[config.mk]
export PLATFORM = sky130hd
export DESIGN_NAME = act_requant_pipe_flat
export DESIGN_NICKNAME = d
export VERILOG_FILES = /design/src/rtl/act_requant_pipe_pkg.sv /design/src/rtl/act_requant_pipe_if.sv /design/src/rtl/act_lane.sv /design/src/rtl/act_requant_pipe.sv /design/src/flat_wrapper.sv
export SDC_FILE = /design/constraint.sdc
export NUM_CORES = 1
export LEC_CHECK = 0
export BUFFER_PORTS_ARGS = -buffer_cell sky130_fd_sc_hd__buf_2
export CELL_PAD_IN_SITES_DETAIL_PLACEMENT = 0
export CELL_PAD_IN_SITES_GLOBAL_PLACEMENT = 1
export CORE_MARGIN = 4
export CORE_UTILIZATION = 43
export CTS_CLUSTER_SIZE = 28
export DETAILED_ROUTE_END_ITERATION = 16
export GPL_TIMING_DRIVEN = 0
export PLACE_DENSITY_LB_ADDON = 0.1
export SYNTH_ARGS = -nofsm -noshare
export SYNTH_HDL_FRONTEND = slang
export SYNTH_HIERARCHICAL = 1
export SYNTH_SLANG_ARGS = --single-unit
[constraint.sdc]
create_clock -name clk -period 3.1 [get_ports clk]
set_input_delay 0.93 -clock clk [delete_from_list [all_inputs] [get_ports clk]]
set_output_delay 0.93 -clock clk [all_outputs]
set_load 0.1 [all_outputs]
[src/rtl/act_requant_pipe_pkg.sv]
// Shared definitions for the activation/requantisation pipeline.
// Holds the default feature widths, the mode encoding and the lane slice
// helper used to locate a lane inside a packed multi-lane bus.
package act_requant_pipe_pkg;

  localparam int DEF_IN_W    = 24;  // signed accumulator width per lane
  localparam int DEF_OUT_W   = 8;   // unsigned activation width per lane
  localparam int DEF_LANES   = 4;   // channels per beat
  localparam int DEF_SHIFT_W = 5;   // width of the shift amount
  localparam int DEF_CNT_W   = 16;  // saturation counter width

  typedef enum logic {
    MODE_RELU = 1'b0,  // ReLU, saturate to 2^OUT_W-1
    MODE_CAP  = 1'b1   // capped ReLU at cfg_cap
  } mode_e;

  // Bit offset of a lane in a packed bus whose lanes are w bits wide.
  function automatic int lane_base(input int lane, input int w);
    return lane * w;
  endfunction

endpackage

[src/rtl/act_requant_pipe_if.sv]
// Single valid/ready stream: data plus an end-of-frame marker.
// Handshake: a beat transfers on a rising clk edge where valid && ready.
// The master holds valid, data and last stable until that edge; ready may
// depend combinationally on the slave's state but never on valid.
// Ports: valid, data, last (master -> slave), ready (slave -> master).
interface act_requant_pipe_if #(
  parameter int DATA_W = 8
);
  logic              valid;
  logic              ready;
  logic [DATA_W-1:0] data;
  logic              last;

  modport master (output valid, output data, output last, input ready);
  modport slave  (input valid, input data, input last, output ready);
endinterface

[src/rtl/act_lane.sv]
// One lane of the requantiser, purely combinational.
// Front half (stage 1): round-half-up arithmetic right shift of x.
//   x, shift -> r (IN_W+1 bits, so x + rnd cannot overflow)
// Back half (stage 2): ReLU / capped ReLU with saturation flag.
//   r_in, mode, cap -> y, sat
// The top level registers r between the two halves.
module act_lane
  import act_requant_pipe_pkg::*;
#(
  parameter int IN_W    = DEF_IN_W,
  parameter int OUT_W   = DEF_OUT_W,
  parameter int SHIFT_W = DEF_SHIFT_W
) (
  input  logic signed [IN_W-1:0] x,
  input  logic [SHIFT_W-1:0]     shift,
  output logic signed [IN_W:0]   r,
  input  logic signed [IN_W:0]   r_in,
  input  mode_e                  mode,
  input  logic [OUT_W-1:0]       cap,
  output logic [OUT_W-1:0]       y,
  output logic                   sat
);

  localparam logic signed [IN_W:0] ONE = 1;

  logic signed [IN_W:0] x_ext;
  logic signed [IN_W:0] rnd;
  logic signed [IN_W:0] sum;
  logic [IN_W:0]        limit;

  always_comb begin
    x_ext = {x[IN_W-1], x};
    rnd   = '0;
    if (shift != '0) begin
      rnd = ONE << (shift - SHIFT_W'(1));
    end
    sum = x_ext + rnd;
    r   = sum >>> shift;
  end

  always_comb begin
    limit = (mode == MODE_CAP) ? {{(IN_W + 1 - OUT_W){1'b0}}, cap}
                               : {{(IN_W + 1 - OUT_W){1'b0}}, {OUT_W{1'b1}}};
    y   = '0;
    sat = 1'b0;
    // Non-positive values clamp to zero and never count as saturated.
    if (!r_in[IN_W] && (r_in != '0)) begin
      if ($unsigned(r_in) > limit) begin
        y   = limit[OUT_W-1:0];
        sat = 1'b1;
      end else begin
        y = r_in[OUT_W-1:0];
      end
    end
  end

endmodule

[src/rtl/act_requant_pipe.sv]
// Two-stage multi-lane activation/requantisation pipeline.
// Ports:
//   clk, rst_n            clock, asynchronous active-low reset
//   cfg_mode/shift/cap    configuration, sampled with each accepted beat
//   s_if (slave)          LANES x IN_W signed accumulators in, with last
//   m_if (master)         LANES x OUT_W unsigned activations out, with last
//   frame_sat             saturated-lane count of the last completed frame
//   frame_done            one-cycle pulse when frame_sat updates
// Both stages advance together on en = !m_valid | m_ready; s_ready = en.
module act_requant_pipe
  import act_requant_pipe_pkg::*;
#(
  parameter int IN_W    = DEF_IN_W,
  parameter int OUT_W   = DEF_OUT_W,
  parameter int LANES   = DEF_LANES,
  parameter int SHIFT_W = DEF_SHIFT_W,
  parameter int CNT_W   = DEF_CNT_W
) (
  input  logic               clk,
  input  logic               rst_n,
  input  mode_e              cfg_mode,
  input  logic [SHIFT_W-1:0] cfg_shift,
  input  logic [OUT_W-1:0]   cfg_cap,
  act_requant_pipe_if.slave  s_if,
  act_requant_pipe_if.master m_if,
  output logic [CNT_W-1:0]   frame_sat,
  output logic               frame_done
);

  logic                 en;
  logic                 hs;
  logic                 s1_valid;
  logic                 s1_last;
  mode_e                s1_mode;
  logic [OUT_W-1:0]     s1_cap;
  logic signed [IN_W:0] s1_r   [LANES];
  logic signed [IN_W:0] r_next [LANES];
  logic [OUT_W-1:0]     y_next [LANES];
  logic [LANES-1:0]     sat_next;
  logic [LANES-1:0]     m_sat;
  logic [CNT_W-1:0]     sat_cnt;
  logic [CNT_W:0]       pop;
  logic [CNT_W:0]       sum_wide;
  logic [CNT_W-1:0]     sum_sat;

  assign en        = !m_if.valid || m_if.ready;
  assign s_if.ready = en;
  assign hs        = m_if.valid && m_if.ready;

  for (genvar i = 0; i < LANES; i++) begin : g_lane
    act_lane #(
      .IN_W    (IN_W),
      .OUT_W   (OUT_W),
      .SHIFT_W (SHIFT_W)
    ) u_lane (
      .x     (s_if.data[lane_base(i, IN_W) +: IN_W]),
      .shift (cfg_shift),
      .r     (r_next[i]),
      .r_in  (s1_r[i]),
      .mode  (s1_mode),
      .cap   (s1_cap),
      .y     (y_next[i]),
      .sat   (sat_next[i])
    );
  end

  // Pipeline registers. A stage-1 bubble is carried forward rather than
  // collapsed, so a stall freezes the whole pipe as-is.
  always_ff @(posedge clk or negedge rst_n) begin
    if (!rst_n) begin
      s1_valid   <= 1'b0;
      s1_last    <= 1'b0;
      s1_mode    <= MODE_RELU;
      s1_cap     <= '0;
      for (int i = 0; i < LANES; i++) s1_r[i] <= '0;
      m_if.valid <= 1'b0;
      m_if.data  <= '0;
      m_if.last  <= 1'b0;
      m_sat      <= '0;
    end else if (en) begin
      s1_valid   <= s_if.valid;
      s1_last    <= s_if.valid && s_if.last;
      s1_mode    <= cfg_mode;
      s1_cap     <= cfg_cap;
      for (int i = 0; i < LANES; i++) s1_r[i] <= r_next[i];
      m_if.valid <= s1_valid;
      m_if.last  <= s1_last;
      m_sat      <= sat_next;
      for (int i = 0; i < LANES; i++) begin
        m_if.data[lane_base(i, OUT_W) +: OUT_W] <= y_next[i];
      end
    end
  end

  // Saturating add of this beat's saturated-lane count.
  always_comb begin
    pop = '0;
    for (int i = 0; i < LANES; i++) begin
      pop = pop + {{CNT_W{1'b0}}, m_sat[i]};
    end
    sum_wide = {1'b0, sat_cnt} + pop;
    sum_sat  = sum_wide[CNT_W] ? {CNT_W{1'b1}} : sum_wide[CNT_W-1:0];
  end

  always_ff @(posedge clk or negedge rst_n) begin
    if (!rst_n) begin
      sat_cnt    <= '0;
      frame_sat  <= '0;
      frame_done <= 1'b0;
    end else begin
      frame_done <= 1'b0;
      if (hs) begin
        if (m_if.last) begin
          frame_sat  <= sum_sat;
          frame_done <= 1'b1;
          sat_cnt    <= '0;
        end else begin
          sat_cnt <= sum_sat;
        end
      end
    end
  end

endmodule

[src/flat_wrapper.sv]
// flat-port wrapper written by rule: the top's interface ports become plain ports
module act_requant_pipe_flat import act_requant_pipe_pkg::*;
#(
  parameter int IN_W    = DEF_IN_W,
  parameter int OUT_W   = DEF_OUT_W,
  parameter int LANES   = DEF_LANES,
  parameter int SHIFT_W = DEF_SHIFT_W,
  parameter int CNT_W   = DEF_CNT_W
)
  (clk, rst_n, cfg_mode, cfg_shift, cfg_cap, frame_sat, frame_done, s_if_valid, s_if_data, s_if_last, s_if_ready, m_if_valid, m_if_data, m_if_last, m_if_ready);
  act_requant_pipe_if #(.DATA_W(LANES * IN_W)) s_if_i ();
  act_requant_pipe_if #(.DATA_W((LANES * OUT_W))) m_if_i ();
  input  logic clk;
  input  logic rst_n;
  input  mode_e cfg_mode;
  input  logic [SHIFT_W-1:0] cfg_shift;
  input  logic [OUT_W-1:0] cfg_cap;
  output logic [CNT_W-1:0] frame_sat;
  output logic frame_done;
  input wire logic [$bits(s_if_i.valid)-1:0] s_if_valid;
  input wire logic [$bits(s_if_i.data)-1:0] s_if_data;
  input wire logic [$bits(s_if_i.last)-1:0] s_if_last;
  output wire logic [$bits(s_if_i.ready)-1:0] s_if_ready;
  output wire logic [$bits(m_if_i.valid)-1:0] m_if_valid;
  output wire logic [$bits(m_if_i.data)-1:0] m_if_data;
  output wire logic [$bits(m_if_i.last)-1:0] m_if_last;
  input wire logic [$bits(m_if_i.ready)-1:0] m_if_ready;
  assign s_if_i.valid = s_if_valid;
  assign s_if_i.data = s_if_data;
  assign s_if_i.last = s_if_last;
  assign s_if_ready = s_if_i.ready;
  assign m_if_valid = m_if_i.valid;
  assign m_if_data = m_if_i.data;
  assign m_if_last = m_if_i.last;
  assign m_if_i.ready = m_if_ready;
  act_requant_pipe #(.IN_W(IN_W), .OUT_W(OUT_W), .LANES(LANES), .SHIFT_W(SHIFT_W), .CNT_W(CNT_W)) u_core (.clk(clk), .rst_n(rst_n), .cfg_mode(cfg_mode), .cfg_shift(cfg_shift), .cfg_cap(cfg_cap), .s_if(s_if_i), .m_if(m_if_i), .frame_sat(frame_sat), .frame_done(frame_done));
endmodule
==> out/summary.txt <==
Async SR Flop Fraction -> 100%
DR iter-0 viols -> 1860
placed cell count -> 3426
failing checks -> negative setup slack
Antenna Nets Post-Route -> 0
Max Root-Sink Buffers -> 2
complex-gate fraction of the synthesized area -> 27.7%
Synth area leaders -> dfrtp_1, mux2_2, ha_1
power density over cell area -> 385 nW/um^2
post-DP HPWL -> 57900 microns
#FFs+latches synth -> 182
Total GRT Usage -> 29.0%
CTS Hold Bufs -> 0
Hold Path Class -> input pin to asynchronous set/reset pin
total die area -> 52800 sq um
I/O pin count -> 167
final setup margin -> -1.32 ns
per-cell routed wire length -> 21.8 microns
Synth Area in Simple Gates -> 20.2%
Leakage -> 13.4 nW
mux cell area share after synthesis -> 13.7%
Core Box Area -> 48700 sq um
Final min period -> 4.42 ns
Yosys top cell area share -> 21.5%
main combinational cell family by area after synthesis -> compound AO/OA/AOI/OAI gates
final instance area -> 32400 sq um
Routed WL -> 83000 microns
post-synth top area cell -> dfrtp_1
CTS tree -> yes
Buffers on Ports -> 166
MaxCap Viol Count -> 0
Least-Margin Pin Slew -> 0.986 ns
vias post-DR -> 23630
fin crit share -> 143%
synthesized cell area -> 21100 sq um
CP Buf/Inv Count -> 5
CP max FO -> 5
Critical Path Sink Type -> flop
CTS Buf Count -> 17
drt first pass iters -> 6
post-synth cell types -> 113
RSZ-0062 raised after global routing -> true
total negative slack -> -102.82 ns
Synth Area in XOR/XNOR -> 4.45%
P&R area growth vs syn -> 53.1%
root buffer cell -> clkbuf_16
Layout Utilization -> 66.4%
Slowest-stage cell, CP -> mux4_2
end of the critical path -> u_core/s1_r[9]
critical path required time -> 3.42 ns
global route overflow -> 0
Final Skew -> 0.0136 ns
first-pass GRT wire length -> 126000 microns
Final Hold Viols -> 0
Max VDD drop -> 0.395 mV
RR Startpoint -> u_core/s1_mode
# rows -> 81
Final nets -> 3379
crit path kind -> input pin to flop
R2R Setup Slk -> 0.06 ns
reg2reg end -> u_core/m_if.data[18]
chip width -> 230 microns
Seq/Total Area, Yosys -> 21.5%
Inserted Diodes -> 0
final non-filler cell total -> 3805
Clock Latency Late Sink -> 0.44 ns
Max stage delay on crit path -> 0.58 ns
Reg clk slew, reported paths -> 0.08 ns
H-tree depth -> 4
Max Clk Rate -> 226 MHz
cell mode on critical path -> nor2_4
vias in the first global route -> 22824
Post-Synth Adder-Cell Area -> 8.29%
Post-synth EDFFs -> 0
yosys warns -> 6
RePlAce Congestion -> 0.956
CP Data Arrival Time -> 4.74 ns
Reg2Reg Depth -> 14
Rel. slew slack -> 34.3%
Mapped Nets -> 2846
setup violators final -> 100
layout cell share with drive strength beyond 1 -> 48.9%
Starting Density -> 43.4%
Post-DP Area -> 24100 sq um
average cell area after synthesis -> 8.15 sq um
CP delay by family, top -> multiplexers
Die Height -> 230 microns
Avg Vias per Cell -> 6.21
CTS Sinks -> 182
Final Max Slew Viols -> 0
Power Total -> 12.5 mW
worst-path cell chain -> buf_16 -> clkbuf_16 -> nor2_4 -> nand2_8 -> nor2_4 -> ha_4 -> fa_2 -> a211oi_4 -> o211ai_1 -> a21oi_2 -> buf_6 -> buf_6 -> a2111oi_4 -> nor2_4 -> xnor2_4 -> inv_2 -> mux4_2 -> mux2i_2 -> o21ai_1 -> mux2_4
largest net degree at the start of global routing -> 117
initial antenna violation count -> 0
drt drc -> 0
cell count after synthesis -> 2595
crit path from -> cfg_shift[4]
status -> complete, but fails checks
Levels on crit path -> 20
startpoint types -> input pin
ys flop type -> dfrtp_1
report_power, final:
part           total, mW  switching, mW  internal (mW)
combinational       6.92           4.27           2.66
sequential          3.32          0.436           2.89
clock               2.22           1.06           1.17
total               12.5           5.76           6.71
cell usage in the layout (no fill, tap or decap), types with 33 or more instances in the layout:
cell type / count
nand2_2: 33
nor3_1: 43
inv_1: 35
a211oi_2: 33
mux2i_1: 45
ha_1: 73
buf_6: 78
dfrtp_1: 180
nor2_4: 55
buf_4: 287
buf_2: 173
ha_4: 44
o21a_1: 37
clkbuf_1: 37
xnor2_1: 42
nor2b_1: 36
mux2_2: 64
a21oi_2: 53
a21oi_4: 37
nand4_1: 46
nand3_1: 39
xor2_1: 35
a211oi_1: 39
a21oi_1: 129
mux2_4: 96
nand2_1: 176
nor2_2: 45
nor2_1: 230
o21ai_0: 63
what timing repair did:
item / 4_1_cts / 5_1_grt
pin swaps: 183 / 258
resized for setup: 585 / 458
hold endpoints to repair: 0 / 0
buffers inserted: 232 / 128
endpoints found under the setup margin: 161 / 166
gates cloned: 1 / 2
worst min path at each step:
stage | start | slack [ns] | endpoint | cells past startpoint
after detailed placement | u_core/s1_valid | 0.46 | u_core/m_if.valid | 1
final | rst_n | 0.43 | u_core/s1_r[64] | 1
after CTS | rst_n | 0.45 | u_core/s1_r[64] | 1
after floorplan | u_core/s1_valid | 0.43 | u_core/m_if.valid | 1
after global routing | rst_n | 0.46 | u_core/s1_r[64] | 1
after global placement | u_core/s1_valid | 0.44 | u_core/m_if.valid | 1
metrics by stage:
| stage | hold slack [ns] | worst slack, ns |
|---|---|---|
| after floorplan | 0.430 | -1.38 |
| after global placement | 0.445 | -2.68 |
| after detailed placement | 0.456 | -2.69 |
| after CTS | 0.446 | -1.23 |
| after global routing | 0.464 | -1.40 |
| final | 0.430 | -1.32 |
state kept, by name, indices dropped and copies added (netlist names):
name / flops
u_core/m_if.data: 32
u_core/m_sat: 4
u_core/s1_r: 100
u_core/frame_done: 1
u_core/s1_valid: 1
u_core/s1_cap: 8
u_core/sat_cnt: 16
u_core/m_if.valid: 1
u_core/frame_sat: 16
u_core/s1_mode: 1
u_core/s1_last: 1
u_core/m_if.last: 1
synthesized netlist by cell type, drive strengths merged, types with 12 or more instances:
cell type	n
a21oi	219
a2111oi	12
o21a	39
xor2	47
or2	13
o221ai	14
a221oi	25
mux4	22
inv	50
nor2	330
nand2b	16
a22oi	24
nor4	36
o211ai	36
nand2	254
nand3	62
and2	17
o22ai	27
nor2b	42
clkbuf	81
a21o	31
dfrtp	182
a211oi	88
mux2i	59
a31oi	35
nand4	46
nor3	64
buf	62
o21ai	121
mux2	160
xnor2	55
o21bai	12
a31o	17
ha	129
area by class of cell:
| cell class | count | area [sq um] |
|---|---|---|
| fillers | 3956 | 16400 |
| clock inverters | 15 | 183 |
| clock buffers | 17 | 425 |
| plain buffers | 134 | 1320 |
| inverters | 58 | 359 |
| flip-flops and latches | 182 | 4560 |
| well taps | 664 | 831 |
| repair buffers | 522 | 4100 |
| multi-input cells | 2213 | 20600 |
routing by layer:
metal  GRT usage (%)  vias to the layer above  part of all wire (%)
li1                -                    10874                     -
met1            37.5                    11671                    41
met2            51.7                      906                    50
met3            2.61                      179                   5.3
met4            8.60                        0                   3.3
met5               0                        -                     0
kinds of logic after synthesis:
group           count (synthesis)
mux                           241
compound gates                814
xor+xnor                      102
fa+ha+maj                     136
flops                         182
simple gates                  919
buf+inv                       201
No activity file was read; power rests on OpenSTA's default activity.
